==> src/rtl/ifetch_pkg.sv <==
`default_nettype none
// ============================================================================
//  Module      : ifetch_pkg
//  Description : Shared instruction-fetch definitions. Holds the cache line
//                geometry and the line-fill state encoding. Imported by the
//                line-fill engine, the icache and the fetch-control unit.
//  Contents    : LINE_WORDS   - 32-bit words per cache line
//                LINE_BITS    - line width in bits
//                OFFSET_W     - byte-offset bits within a line
//                fill_state_t - fill engine state type (ST_IDLE, ST_FETCH)
//  Revision    : 1.0 - initial release
// ============================================================================
package ifetch_pkg;

    localparam int LINE_WORDS = 4;
    localparam int LINE_BITS  = 32 * LINE_WORDS;
    localparam int OFFSET_W   = $clog2(4 * LINE_WORDS);

    // Fill engine state encoding
    typedef logic [0:0] fill_state_t;
    localparam fill_state_t ST_IDLE  = 1'b0;
    localparam fill_state_t ST_FETCH = 1'b1;

endpackage : ifetch_pkg
`default_nettype wire

==> src/rtl/icache_line_fill.sv <==
`default_nettype none
// ============================================================================
//  Module      : icache_line_fill
//  Description : Refill engine between the icache miss port and a 32-bit
//                instruction memory bus. Fetches one line as LINE_WORDS
//                sequential beats, assembles it in a shadow register and
//                publishes it with a one-cycle ready pulse. A new request
//                while busy redirects the fill to the new line.
//  Ports       : clk, rst          - clock, synchronous active-high reset
//                fill_req_i        - one-cycle line request pulse
//                fill_addr_i       - line address (offset bits ignored)
//                fill_ready_o      - one-cycle pulse, fill_data_o is valid
//                fill_data_o       - assembled line, word k at [32k+31:32k]
//                fill_busy_o       - fill in progress
//                bus_req_o         - read request, held until bus_rvalid_i
//                bus_addr_o        - word address of current beat
//                bus_rvalid_i      - read data valid / beat acknowledge
//                bus_rdata_i       - read data
//  Revision    : 1.0 - initial release
// ============================================================================
module icache_line_fill #(
    parameter int LINE_WORDS = ifetch_pkg::LINE_WORDS,
    parameter int ADDR_W     = 32
) (
    input  logic                     clk,
    input  logic                     rst,
    input  logic                     fill_req_i,
    input  logic [ADDR_W-1:0]        fill_addr_i,
    output logic                     fill_ready_o,
    output logic [32*LINE_WORDS-1:0] fill_data_o,
    output logic                     fill_busy_o,
    output logic                     bus_req_o,
    output logic [ADDR_W-1:0]        bus_addr_o,
    input  logic                     bus_rvalid_i,
    input  logic [31:0]              bus_rdata_i
);

    import ifetch_pkg::*;

    localparam int c_offset_w = $clog2(4 * LINE_WORDS);
    localparam int c_beat_w   = (LINE_WORDS > 1) ? $clog2(LINE_WORDS) : 1;
    localparam logic [c_beat_w-1:0] c_last_beat = c_beat_w'(LINE_WORDS - 1);
    localparam logic [ADDR_W-1:0]   c_offset_mask =
        ADDR_W'((64'd1 << c_offset_w) - 64'd1);

    // ------------------------------------------------------------------
    // State
    // ------------------------------------------------------------------
    fill_state_t                          r_state;
    logic [c_beat_w-1:0]                  r_beat;
    logic [ADDR_W-1:0]                    r_base;     // line base of the active fill
    logic [ADDR_W-1:0]                    r_pend;     // redirect target awaiting the in-flight beat
    logic                                 r_restart;
    logic [LINE_WORDS-1:0][31:0]          r_shadow;   // partial line, never exposed
    logic [LINE_WORDS-1:0][31:0]          r_line;
    logic                                 r_ready;

    fill_state_t                          w_state_nxt;
    logic [c_beat_w-1:0]                  w_beat_nxt;
    logic [ADDR_W-1:0]                    w_base_nxt;
    logic [ADDR_W-1:0]                    w_pend_nxt;
    logic                                 w_restart_nxt;
    logic [LINE_WORDS-1:0][31:0]          w_shadow_nxt;
    logic [LINE_WORDS-1:0][31:0]          w_line_nxt;
    logic                                 w_ready_nxt;
    logic [ADDR_W-1:0]                    w_req_base;

    assign w_req_base = fill_addr_i & ~c_offset_mask;

    // ------------------------------------------------------------------
    // Next-state logic
    // ------------------------------------------------------------------
    always_comb begin
        w_state_nxt   = r_state;
        w_beat_nxt    = r_beat;
        w_base_nxt    = r_base;
        w_pend_nxt    = r_pend;
        w_restart_nxt = r_restart;
        w_shadow_nxt  = r_shadow;
        w_line_nxt    = r_line;
        w_ready_nxt   = 1'b0;

        case (r_state)
            ST_IDLE: begin
                if (fill_req_i) begin
                    w_state_nxt   = ST_FETCH;
                    w_beat_nxt    = '0;
                    w_base_nxt    = w_req_base;
                    w_restart_nxt = 1'b0;
                end
            end

            ST_FETCH: begin
                if (bus_rvalid_i) begin
                    if (fill_req_i) begin
                        // The in-flight beat completes this cycle, so a
                        // redirect arriving with it can restart at once.
                        // This also covers a request on the final beat:
                        // the old line is dropped without a ready pulse.
                        w_beat_nxt    = '0;
                        w_base_nxt    = w_req_base;
                        w_restart_nxt = 1'b0;
                    end else if (r_restart) begin
                        // Data belongs to the abandoned line: discard it.
                        w_beat_nxt    = '0;
                        w_base_nxt    = r_pend;
                        w_restart_nxt = 1'b0;
                    end else begin
                        w_shadow_nxt[r_beat] = bus_rdata_i;
                        if (r_beat == c_last_beat) begin
                            w_line_nxt  = w_shadow_nxt;
                            w_ready_nxt = 1'b1;
                            w_state_nxt = ST_IDLE;
                            w_beat_nxt  = '0;
                        end else begin
                            w_beat_nxt  = r_beat + 1'b1;
                        end
                    end
                end else if (fill_req_i) begin
                    // Beat still outstanding: remember the target, last wins.
                    w_pend_nxt    = w_req_base;
                    w_restart_nxt = 1'b1;
                end
            end

            default: begin
                w_state_nxt = ST_IDLE;
            end
        endcase
    end

    // ------------------------------------------------------------------
    // Registers
    // ------------------------------------------------------------------
    always_ff @(posedge clk) begin
        if (rst) begin
            r_state   <= ST_IDLE;
            r_beat    <= '0;
            r_base    <= '0;
            r_pend    <= '0;
            r_restart <= 1'b0;
            r_shadow  <= '0;
            r_line    <= '0;
            r_ready   <= 1'b0;
        end else begin
            r_state   <= w_state_nxt;
            r_beat    <= w_beat_nxt;
            r_base    <= w_base_nxt;
            r_pend    <= w_pend_nxt;
            r_restart <= w_restart_nxt;
            r_shadow  <= w_shadow_nxt;
            r_line    <= w_line_nxt;
            r_ready   <= w_ready_nxt;
        end
    end

    // ------------------------------------------------------------------
    // Outputs
    // ------------------------------------------------------------------
    // Beat address is the line base with the beat index in the word field;
    // the index never exceeds the line, so no carry reaches the base.
    assign bus_addr_o   = r_base | {{(ADDR_W-c_beat_w-2){1'b0}}, r_beat, 2'b00};
    assign bus_req_o    = (r_state == ST_FETCH);
    assign fill_busy_o  = (r_state == ST_FETCH);
    assign fill_ready_o = r_ready;
    assign fill_data_o  = r_line;

endmodule : icache_line_fill
`default_nettype wire

==> config.mk <==
export PLATFORM = sky130hd
export DESIGN_NAME = icache_line_fill
export DESIGN_NICKNAME = d
export VERILOG_FILES = /design/src/rtl/ifetch_pkg.sv /design/src/rtl/icache_line_fill.sv
export SDC_FILE = /design/constraint.sdc
export NUM_CORES = 1
export LEC_CHECK = 0
export ABC_AREA = 0
export CAP_MARGIN = 20
export CORE_MARGIN = 2
export CORE_UTILIZATION = 56
export DETAILED_ROUTE_END_ITERATION = 16
export PLACE_DENSITY_LB_ADDON = 0.05
export SLEW_MARGIN = 20
export SYNTH_ARGS = -nofsm -noshare
export SYNTH_HDL_FRONTEND = slang
export SYNTH_SLANG_ARGS = --single-unit
==> constraint.sdc <==
create_clock -name clk -period 4.7 [get_ports clk]
set_input_delay 0.94 -clock clk [delete_from_list [all_inputs] [get_ports clk]]
set_output_delay 0.94 -clock clk [all_outputs]
set_load 0.005 [all_outputs]
# --- Word-level counts from Yosys, hierarchy flattened ---
# Index checks and enable logic that the tools add are counted.
# W data, S select, Z words.
op_classes:
  add_sub_neg: 1
  multipliers: 0
  n_div: 0
  magnitude_cmp: 2
  n_eq_ne: 5
  n_shift: 0
  muxes: 25
  bitwise: 5
  reduce_logical: 8
op_table:
  columns: ["operator", "count"]
  rows:
  - ["$mux W32", 5]
  - ["$bwmux W128", 1]
  - ["$demux W32 S2", 1]
  - ["$pmux W32 S2", 1]
  - ["$or A32 B4 Y32", 1]
  - ["$mux W2", 5]
  - ["$mux W1", 9]
  - ["$reduce_and A3 Y1", 2]
  - ["$reduce_and A5 Y1", 1]
  - ["$reduce_or A5 Y1", 1]
  - ["$ne A2 B2 Y1 const B", 2]
  - ["$not A1 Y1", 4]
  - ["$pmux W1 S2", 2]
  - ["$pmux W2 S2", 1]
  - ["$reduce_and A2 Y1", 2]
  - ["$reduce_and A4 Y1", 1]
  - ["$lt A2 B3 Y1 const B", 1]
  - ["$ne A3 B2 Y1 const B", 1]
  - ["$ne A3 B3 Y1 const B", 1]
  - ["$add A2 B1 Y2 const B", 1]
  - ["$eq A2 B2 Y1 const B", 1]
  - ["$ge A2 B1 Y1 const B", 1]
  - ["$logic_and A1 B1 Y1", 1]
totals:
  regBits: 321
  latchBits: 0
  mem_bits_rw: 0
  rom_bits: 0
  output_inout_bits: 163
  elab_cells: 60
  mem_count: 0

# --- Logic depth before layout (Yosys ltp) ---
# Gate-level depths: netlist of the first run.
depth:
  ltp_word: 6
  depth_mapped: 7

# --- Worst setup path before layout of the first run ---
# OpenSTA, ideal clock, no wires.
synth_path:
  path_kind: "input-to-reg"
  startpoint: "input fill_req_i"
  endpoint: "register r_line (netlist bit fill_data_o[1])"
  setup_time_ns: 0.146
  arrival_ns: 1.923
  setup_slack_ns: 2.631
  cell_stages: 7
  path_buffers: 4
  cell_sequence: "buf_4 nand3b_1 buf_4 nor2_4 buf_6 buf_6 a211oi_2"
synth_via:
  elab_chain_len: 2
synth_rtl:
  columns: ["item", "line_no", "rtl"]
  rows:
  - ["from (decl)", "icache_line_fill.sv:27", "input logic fill_req_i,"]
  - ["$not A1 Y1 (no line)", null, null]
  - ["$reduce_and A5 Y1 (no line)", null, null]
  - ["to (signal assigned)", "icache_line_fill.sv:152", "r_line <= w_line_nxt;"]
  - ["to (decl)", "icache_line_fill.sv:55", "logic [LINE_WORDS-1:0][31:0] r_line;"]
# No other way between the ends.
# A chain may end at the register's enable or synchronous reset.

# --- Worst setup path after layout of the first run ---
layout_path:
  startpoint: "input fill_req_i"
  endpoint: "register r_line (netlist bit fill_data_o[46])"
# Same word-level chain as after synthesis.

==> results_dict.tcl, run 1 <==
set metrics [dict create \
    fp-row-count 54 \
    power.leakage_nw 5.661 \
    reg2reg_slack_ns 2.21 \
    p_per_area_nw_per_um2 336.1 \
    intPower_w 0.004032 \
    cts.sinks 285 \
    crit_family "buffers and inverters" \
    routed_wl_um 30980 \
    clock_latency_ns 0.55 \
    grt_pass1_vias 9232 \
    yosys_register_bits 285 \
    required_ns 5.15 \
    dieArea_um2 23200 \
    worstReg2RegEnd "r_shadow[8]$_SDFFE_PP0P_" \
    drive_above_1_share_pct 9.449 \
    pwr-share-seq_pct 47.7 \
    synth_area_per_cell_um2 10.05 \
    crit_path_max_incr_delay_ns 0.90 \
    grt_pass1_wl_um 49980 \
    min_period_over_period_pct 60.90 \
    wl_per_cell_um 18.46 \
    p_sw_share_pct 22.26 \
    fillers 1687 \
    hold_viol_final 0 \
    max_cap_viol_count 0 \
    most-common-layout-cells "dfxtp_1 (285), clkdlybuf4s50_1 (223), mux2i_1 (222)" \
    cts_tree "yes" \
    outcome "completed" \
    maxSlewViolCount 0 \
    worstHoldPathCells 2 \
    whs_endpoint "r_pend[13]$_SDFFE_PP0P_" \
    final-setup-viol-count 0 \
    initial_core_util_pct 56.80 \
    fin_nets 1450 \
    synthCells 1226 \
    worstPathArrival_ns 3.31 \
    routed_via_density 5.696 \
    ys_types 31 \
    syn-cell-area_um2 12320 \
    synth_warnings 0 \
    ir_drop_v 0.0003039 \
    first_iter_violations 546 \
    worstPathMaxFanout 57 \
    power_frac_clock_pct 45.0 \
    syn_to_final_growth_pct 25.28 \
    cts-root-buf "clkbuf_16" \
    fin_ws_ns 1.838 \
    crit_type "in2reg" \
    cp_slowest_cell "and3b_4" \
    dpl.hpwl_um 18360 \
    die_h_um 152.3 \
    fmaxAchievable_ghz 0.3494 \
    period_minus_slack_ns 2.862 \
    cts_max_level 1 \
    endpoint_kind "register" \
    vias 9558 \
    ant_nets 0 \
    grt_max_degree 130 \
    drc 0 \
    grt-ovfl-total 0 \
    setup.worst_path.start_class "primary input" \
    io_pins 231 \
    layout_commonest_cell "dfxtp_1" \
    r2r_cells 6 \
    multi_input_area_um2 5929 \
    hp-class "reg2reg" \
    coreArea_um2 21690 \
    pre_cts_ws_ns 1.290 \
    tns_ns 0 \
    grt.total_usage_pct 25.78 \
    fp.dieW_um 152.3 \
    r2r_start "r_beat[0]$_SDFFE_PP0P_" \
    yosysSeqAreaShare_pct 46.32 \
    worst_pin_slew_ns 0.9940 \
    relSlewSlack_pct 33.74 \
    netSwitchingPower_w 0.001155 \
    combPwrFrac_pct 7.3 \
    numPortBuffers 224 \
    path_cells "clkdlybuf4s50_1 > and3b_4 > buf_4 > a21oi_1 > a211oi_1" \
    ctsLongestPathBuffers 3 \
    worstHoldStart "r_pend[13]$_SDFFE_PP0P_" \
    ff_latch_area_um2 5705 \
    cts_made_buffers 30 \
    cts_hold_buf 0 \
    cts_setup_buffers 0 \
    cts_resized 0 \
    crit_buf_inv 2 \
    skew_ns 0.01146 \
    holdWs_ns 0.4533 \
    antenna_found_initial 1 \
    gp_congestion 0.7612 \
    cts.clk_slew.worst_paths_ns 0.06 \
    rsz0062_at_grt "no" \
    first_pass_iters 4 \
    power_w 0.005187 \
]
-- state kept, by name (all words and copies together), names as in the netlist --
name          flops
r_pend           28
fill_ready_o      1
bus_req_o         1
r_base           28
r_shadow         96
r_restart         1
r_beat            2
fill_data_o     128
-- stage by stage --
step                util (%)  area (um^2)  instances
finish                 71.16        15430       1678
global route           71.16        15430       1678
CTS                    71.01        15400       1676
detailed placement     66.49        14420       1625
global placement       66.44        14410       1624
floorplan                  -        12320       1227
-- worst max path at each step --
stage | startpoint | cells after the start | endpoint
after detailed placement | fill_req_i | 5 | fill_data_o[46]$_SDFFE_PP0P_
after CTS | fill_req_i | 5 | fill_data_o[46]$_SDFFE_PP0P_
after floorplan | fill_req_i | 7 | fill_data_o[1]$_SDFFE_PP0P_
after global routing | fill_req_i | 5 | fill_data_o[65]$_SDFFE_PP0P_
after global placement | fill_req_i | 5 | fill_data_o[12]$_SDFFE_PP0P_
final | fill_req_i | 5 | fill_data_o[46]$_SDFFE_PP0P_
-- cell usage after synthesis (all sizes together) --
cell type,n,area [um^2]
nand2,61,241.5
nand3b,3,22.52
inv,2,7.510
nand3,32,160.2
a211oi,125,1184
a21o,1,7.510
nor2,3,18.77
conb,1,3.750
nand2b,131,819.5
mux2i,222,2222
nor3,1,5.000
ha,4,50.05
and2,4,27.53
buf,87,556.8
clkbuf,41,153.9
a21oi,186,930.9
nor4bb,1,10.01
a22oi,1,7.510
and3b,2,17.52
o21ai,32,160.2
dfxtp,285,5705
nor2b,1,6.260
-- power by group through the flow --
stage / clock network [W] / registers, W / logic [W]
global placement: 0 / 0.00253 / 0.000371
global route: 0.00247 / 0.00248 / 0.000405
detailed placement: 0 / 0.00253 / 0.000375
finish: 0.00234 / 0.00247 / 0.000377
floorplan: 0 / 0.00252 / 0.000218
CTS: 0.00237 / 0.00247 / 0.000377
-- cells by family after synthesis --
| kind of cell | share of synthesized area (%) |
|---|---|
| fa+ha+maj | 0.4063 |
| buf+inv | 5.830 |
| flops | 46.32 |
| mux | 18.04 |
| simple gates | 10.79 |
| other cells | 0.03044 |
| compound gates | 18.59 |
-- final cells by class --
type | instances | share of cell area (%)
Multi-Input combinational cell | 812 | 38.42
Sequential cell | 285 | 36.97
Timing Repair Buffer | 247 | 15.92
Clock buffer | 47 | 6.065
Tap cell | 280 | 2.270
Clock inverter | 4 | 0.2919
Inverter | 2 | 0.04865
Antenna cell | 1 | 0.01622
-- routing by layer --
layer | global-route usage, % | routed length [um] | vias up
li1 | - | - | 4657
met1 | 35.23 | 14160 | 4632
met2 | 42.00 | 14470 | 239
met3 | 5.660 | 1857 | 30
met4 | 5.874 | 494 | 0
met5 | 0 | 0 | -
-- worst register-to-register path: stages (launching register included) --
cell and delay (ns):
dfxtp_1 0.35, inv_1 0.12, ha_2 0.17, buf_4 0.57
nand2_2 0.55, buf_4 0.44, mux2i_1 0.18
Power figures use the tool's default switching activity.
==> run 2: changes to the inputs <==
--- a/config.mk
+++ b/config.mk
@@ -8,7 +8,7 @@
 export ABC_AREA = 0
 export CAP_MARGIN = 20
 export CORE_MARGIN = 2
-export CORE_UTILIZATION = 56
+export CORE_UTILIZATION = 47
 export DETAILED_ROUTE_END_ITERATION = 16
 export PLACE_DENSITY_LB_ADDON = 0.05
 export SLEW_MARGIN = 20
==> constraint.sdc (replaced) <==
create_clock -name clk -period 2.4 [get_ports clk]
set_input_delay 0.48 -clock clk [delete_from_list [all_inputs] [get_ports clk]]
set_output_delay 0.48 -clock clk [all_outputs]
set_load 0.005 [all_outputs]
==> results_dict.tcl, run 2 (synthesized netlist as in run 1, its figures left out) <==
set metrics [dict create \
    outcome "completed" \
    clock_latency_ns 0.50 \
    cts.clk_slew.worst_paths_ns 0.06 \
    worstPathArrival_ns 1.56 \
    cts_tree "yes" \
    io_pins 231 \
    period_minus_slack_ns 2.037 \
    worstPathMaxFanout 7 \
    cts_resized 0 \
    maxSlewViolCount 0 \
    crit_type "reg2out" \
    skew_ns 0.007302 \
    min_period_over_period_pct 84.89 \
    grt.total_usage_pct 22.67 \
    reg2reg_slack_ns 0.45 \
    fp-row-count 59 \
    routed_via_density 5.436 \
    path_cells "clkdlybuf4s50_1" \
    setup.worst_path.start_class "register" \
    dieArea_um2 27520 \
    gp_congestion 0.7829 \
    power.leakage_nw 5.935 \
    drc 0 \
    wl_per_cell_um 18.00 \
    endpoint_kind "primary output" \
    fin_cells 1771 \
    rsz0062_at_grt "no" \
    r2r_start "r_beat[1]$_SDFFE_PP0P_" \
    r2r_cells 5 \
    final-setup-viol-count 0 \
    cts_setup_buffers 0 \
    cp_slowest_cell "clkdlybuf4s50_1" \
    cts_made_buffers 34 \
    cts_hold_buf 0 \
    vias 9628 \
    largest_reg_flops 128 \
    cts.sinks 285 \
    worstReg2RegEnd "fill_data_o[24]$_SDFFE_PP0P_" \
    worstHoldPathCells 2 \
    ant_nets 0 \
    dpl.hpwl_um 19810 \
    first_pass_iters 4 \
    relSlewSlack_pct 46.11 \
    max_cap_viol_count 0 \
    required_ns 1.92 \
    die_h_um 165.9 \
    cts-root-buf "clkbuf_16" \
    grt_pass1_vias 9592 \
    grt-ovfl-total 0 \
    drive_above_1_share_pct 11.57 \
    antenna_found_initial 1 \
    fin_nets 1481 \
    crit_cells 1 \
    fp.dieW_um 165.9 \
    hp-class "in2reg" \
    crit_family "buffers and inverters" \
    fmaxAchievable_ghz 0.4909 \
    crit_path_max_incr_delay_ns 0.56 \
    whs_endpoint "fill_data_o[112]$_SDFFE_PP0P_" \
    most-common-layout-cells "dfxtp_1 (285), clkdlybuf4s50_1 (223), mux2i_1 (222)" \
    grt_pass1_wl_um 51780 \
    tns_ns 0 \
    initial_core_util_pct 47.54 \
    coreArea_um2 25910 \
    post-place-cells 1708 \
    p_per_area_nw_per_um2 667.7 \
    first_iter_violations 547 \
    hold_viol_final 0 \
    cts_max_level 2 \
    worstHoldStart "rst" \
    grt_max_degree 129 \
    syn_to_final_growth_pct 30.72 \
    layout_commonest_cell "dfxtp_1" \
    numPortBuffers 224 \
    worst_pin_slew_ns 0.8083 \
    ctsLongestPathBuffers 3 \
    crit_buf_inv 1 \
    routed_wl_um 31870 \
    ir_drop_v 0.0005492 \
]
[run 2: cell types whose count changed in the layout (fill, tap and decap cells not counted), moves of 2 or more]
| cell | delta |
|---|---|
| clkbuf_1 | +3 |
| clkbuf_16 | +6 |
| clkbuf_8 | -2 |
| buf_12 | +21 |
| clkinv_2 | +2 |
| buf_4 | +8 |
[run 2: worst max-delay path by stage]
stage,from,end,slack (ns)
6_report,bus_req_o$_SDFF_PP0_,fill_busy_o,0.36
5_1_grt,bus_req_o$_SDFF_PP0_,fill_busy_o,0.28
4_1_cts,bus_req_o$_SDFF_PP0_,fill_busy_o,0.33
3_5_place_dp,bus_rvalid_i,r_shadow[72]$_SDFFE_PP0P_,0.11
3_3_place_gp,bus_rvalid_i,r_shadow[72]$_SDFFE_PP0P_,0.14
2_1_floorplan,fill_req_i,fill_data_o[1]$_SDFFE_PP0P_,0.79
[run 2: cell type report]
type / count / area [um^2]
tap: 335 / 419.2
multi-input combinational: 812 / 5928
clock buffer: 54 / 1070
fill: 2251 / 9809
antenna: 1 / 2.502
timing repair buffer: 274 / 2898
sequential: 285 / 5705
clock inverter: 8 / 71.32
inverter: 2 / 7.507
[run 2: stage by stage]
stage	area [um^2]	total power [W]	worst slack (ns)	utilization, %	hold WS (ns)
global route	16100	0.01115	0.2807	62.14	0.3539
CTS	16100	0.01088	0.3275	62.13	0.3306
global placement	14960	0.005725	0.1368	57.73	0.4406
floorplan	12320	0.005372	0.7908	-	0.4357
detailed placement	14960	0.005728	0.1125	57.73	0.4463
finish	16100	0.01075	0.3627	62.14	0.3385
[run 2: power breakdown]
part	leakage, nW	internal, W	switching [W]
Sequential	2.30	0.00480	0.0000413
Combinational	3.07	0.000378	0.000401
Clock	0.562	0.00317	0.00196
[run 2: per-layer routing]
| layer | vias up | GRT usage (%) | part of all wire, % |
|---|---|---|---|
| met5 | - | 0 | 0 |
| met4 | 0 | 6.503 | 2.0 |
| met3 | 43 | 4.933 | 5.2 |
| met2 | 213 | 37.09 | 46 |
| met1 | 4638 | 30.26 | 47 |
| li1 | 4734 | - | - |
==> run 3: changes to the inputs <==
==> constraint.sdc (replaced) <==
create_clock -name clk -period 1.7 [get_ports clk]
set_input_delay 0.34 -clock clk [delete_from_list [all_inputs] [get_ports clk]]
set_output_delay 0.34 -clock clk [all_outputs]
set_load 0.005 [all_outputs]
==> results_dict.tcl, run 3 (synthesized netlist as in run 1, its figures left out) <==
set metrics [dict create \
    cts_made_buffers 30 \
    grt_pass1_vias 9441 \
    grt_max_degree 61 \
    drc 0 \
    final_cell_area_um2 16130 \
    ff_latch_area_um2 5751 \
    multi_input_area_um2 5931 \
    r2r_cells 6 \
    whs_endpoint "fill_data_o[109]$_SDFFE_PP0P_" \
    syn_to_final_growth_pct 30.93 \
    worstReg2RegEnd "fill_data_o[43]$_SDFFE_PP0P_" \
    clock_latency_ns 0.54 \
    cts-root-buf "clkbuf_16" \
    fin_ws_ns 0.1374 \
    grt.total_usage_pct 22.19 \
    vias 9628 \
    worstPathArrival_ns 1.22 \
    maxSlewViolCount 0 \
    required_ns 1.36 \
    ant_nets 0 \
    coreArea_um2 25910 \
    fmaxAchievable_ghz 0.6399 \
    antenna_found_initial 1 \
    min_period_over_period_pct 91.92 \
    worstHoldPathCells 2 \
    worstHoldStart "rst" \
    p_per_area_nw_per_um2 888.7 \
    gp_congestion 0.7951 \
    post-place-cells 1733 \
    setup.worst_path.start_class "register" \
    ctsLongestPathBuffers 3 \
    fp-row-count 59 \
    fillers 2269 \
    power.leakage_nw 6.794 \
    hold_viol_final 0 \
    dieArea_um2 27520 \
    worstPathMaxFanout 3 \
    dpl-instance-area_um2 15270 \
    rsz0062_at_grt "no" \
    numPortBuffers 224 \
    routed_wl_um 31890 \
    skew_ns 0.01482 \
    cts.sinks 285 \
    most-common-layout-cells "dfxtp_1 (249), mux2i_1 (222), a21oi_1 (186)" \
    routed_via_density 5.373 \
    ir_drop_v 0.0007425 \
    max_cap_viol_count 0 \
    fp.dieW_um 165.9 \
    grt-ovfl-total 0 \
    dpl.hpwl_um 20810 \
    endpoint_kind "primary output" \
    largest_reg_flops 128 \
    fin_cells 1792 \
    cts.clk_slew.worst_paths_ns 0.06 \
    r2r_start "r_beat[1]$_SDFFE_PP0P_" \
    hp-class "in2reg" \
    grt_pass1_wl_um 50970 \
    cts_hold_buf 0 \
    wl_per_cell_um 17.80 \
    cts_tree "yes" \
    cts_max_level 1 \
    fin_nets 1506 \
    first_iter_violations 602 \
    pre_cts_ws_ns -0.3290 \
    final-setup-viol-count 0 \
    period_minus_slack_ns 1.563 \
    io_pins 231 \
    reg2reg_slack_ns 0.15 \
    first_pass_iters 5 \
    outcome "completed" \
    drive_above_1_share_pct 15.18 \
    layout_commonest_cell "dfxtp_1" \
    crit_type "reg2out" \
    die_h_um 165.9 \
    initial_core_util_pct 47.54 \
]
run 3: cell types whose count changed in the layout (fill, tap and decap cells not counted), moves of 2 or more:
cell,delta
dfxtp_2,+36
buf_12,+11
buf_4,+17
clkbuf_16,-6
clkinv_2,-2
dlygate4sd2_1,+161
clkdlybuf4s50_1,-161
clkbuf_1,+3
dfxtp_1,-36
run 3: metrics by stage:
stage                     TNS [ns]  util, %  hold slack [ns]  power [W]
after floorplan                  0        -           0.4357   0.007583
after global placement      -57.71    58.94           0.4402   0.008162
after detailed placement    -62.56    58.94           0.4444   0.008170
after CTS                        0    62.21           0.1834    0.01448
after global routing             0    62.24           0.2203    0.01483
final                            0    62.24           0.1861    0.01433
run 3: area by class of cell:
cell class              count  area share, %
multi-input cells         812          36.77
flip-flops and latches    285          35.66
repair buffers            303          18.94
clock buffers              50          5.687
well taps                 335          2.599
clock inverters             4         0.2793
inverters                   2        0.04655
diodes                      1        0.01552
run 3: worst max path at each step:
stage,from,to,slack [ns]
after detailed placement,bus_rvalid_i,r_shadow[83]$_SDFFE_PP0P_,-0.33
final,bus_req_o$_SDFF_PP0_,bus_req_o,0.14
after CTS,r_beat[1]$_SDFFE_PP0P_,fill_data_o[49]$_SDFFE_PP0P_,0.06
after global placement,bus_rvalid_i,fill_data_o[49]$_SDFFE_PP0P_,-0.29
after floorplan,r_beat[0]$_SDFFE_PP0P_,fill_data_o[23]$_SDFFE_PP0P_,0.17
after global routing,r_beat[0]$_SDFFE_PP0P_,fill_data_o[84]$_SDFFE_PP0P_,0.006
run 3: repair_timing:
item | CTS | global route
resized for setup | 196 | 3
setup buffers | 4 | 0
setup endpoints to repair | 174 | 42
run 3: metal layers:
metal,GRT usage [%],part of all wire (%)
met1,29.54,46
met2,37.87,47
met3,3.837,4.9
met4,4.802,1.9
met5,0,0
run 3: power breakdown:
part | switching, W | total [W] | internal [W]
clock | 0.00256 | 0.00635 | 0.00379
combinational | 0.000589 | 0.00115 | 0.000560
sequential | 0.0000539 | 0.00684 | 0.00678
total | 0.00320 | 0.0143 | 0.0111
run 3: worst max-delay path: stages, from the launching register on:
cell	delay, ns
dfxtp_2	0.32
buf_6	0.12
dlygate4sd2_1	0.25
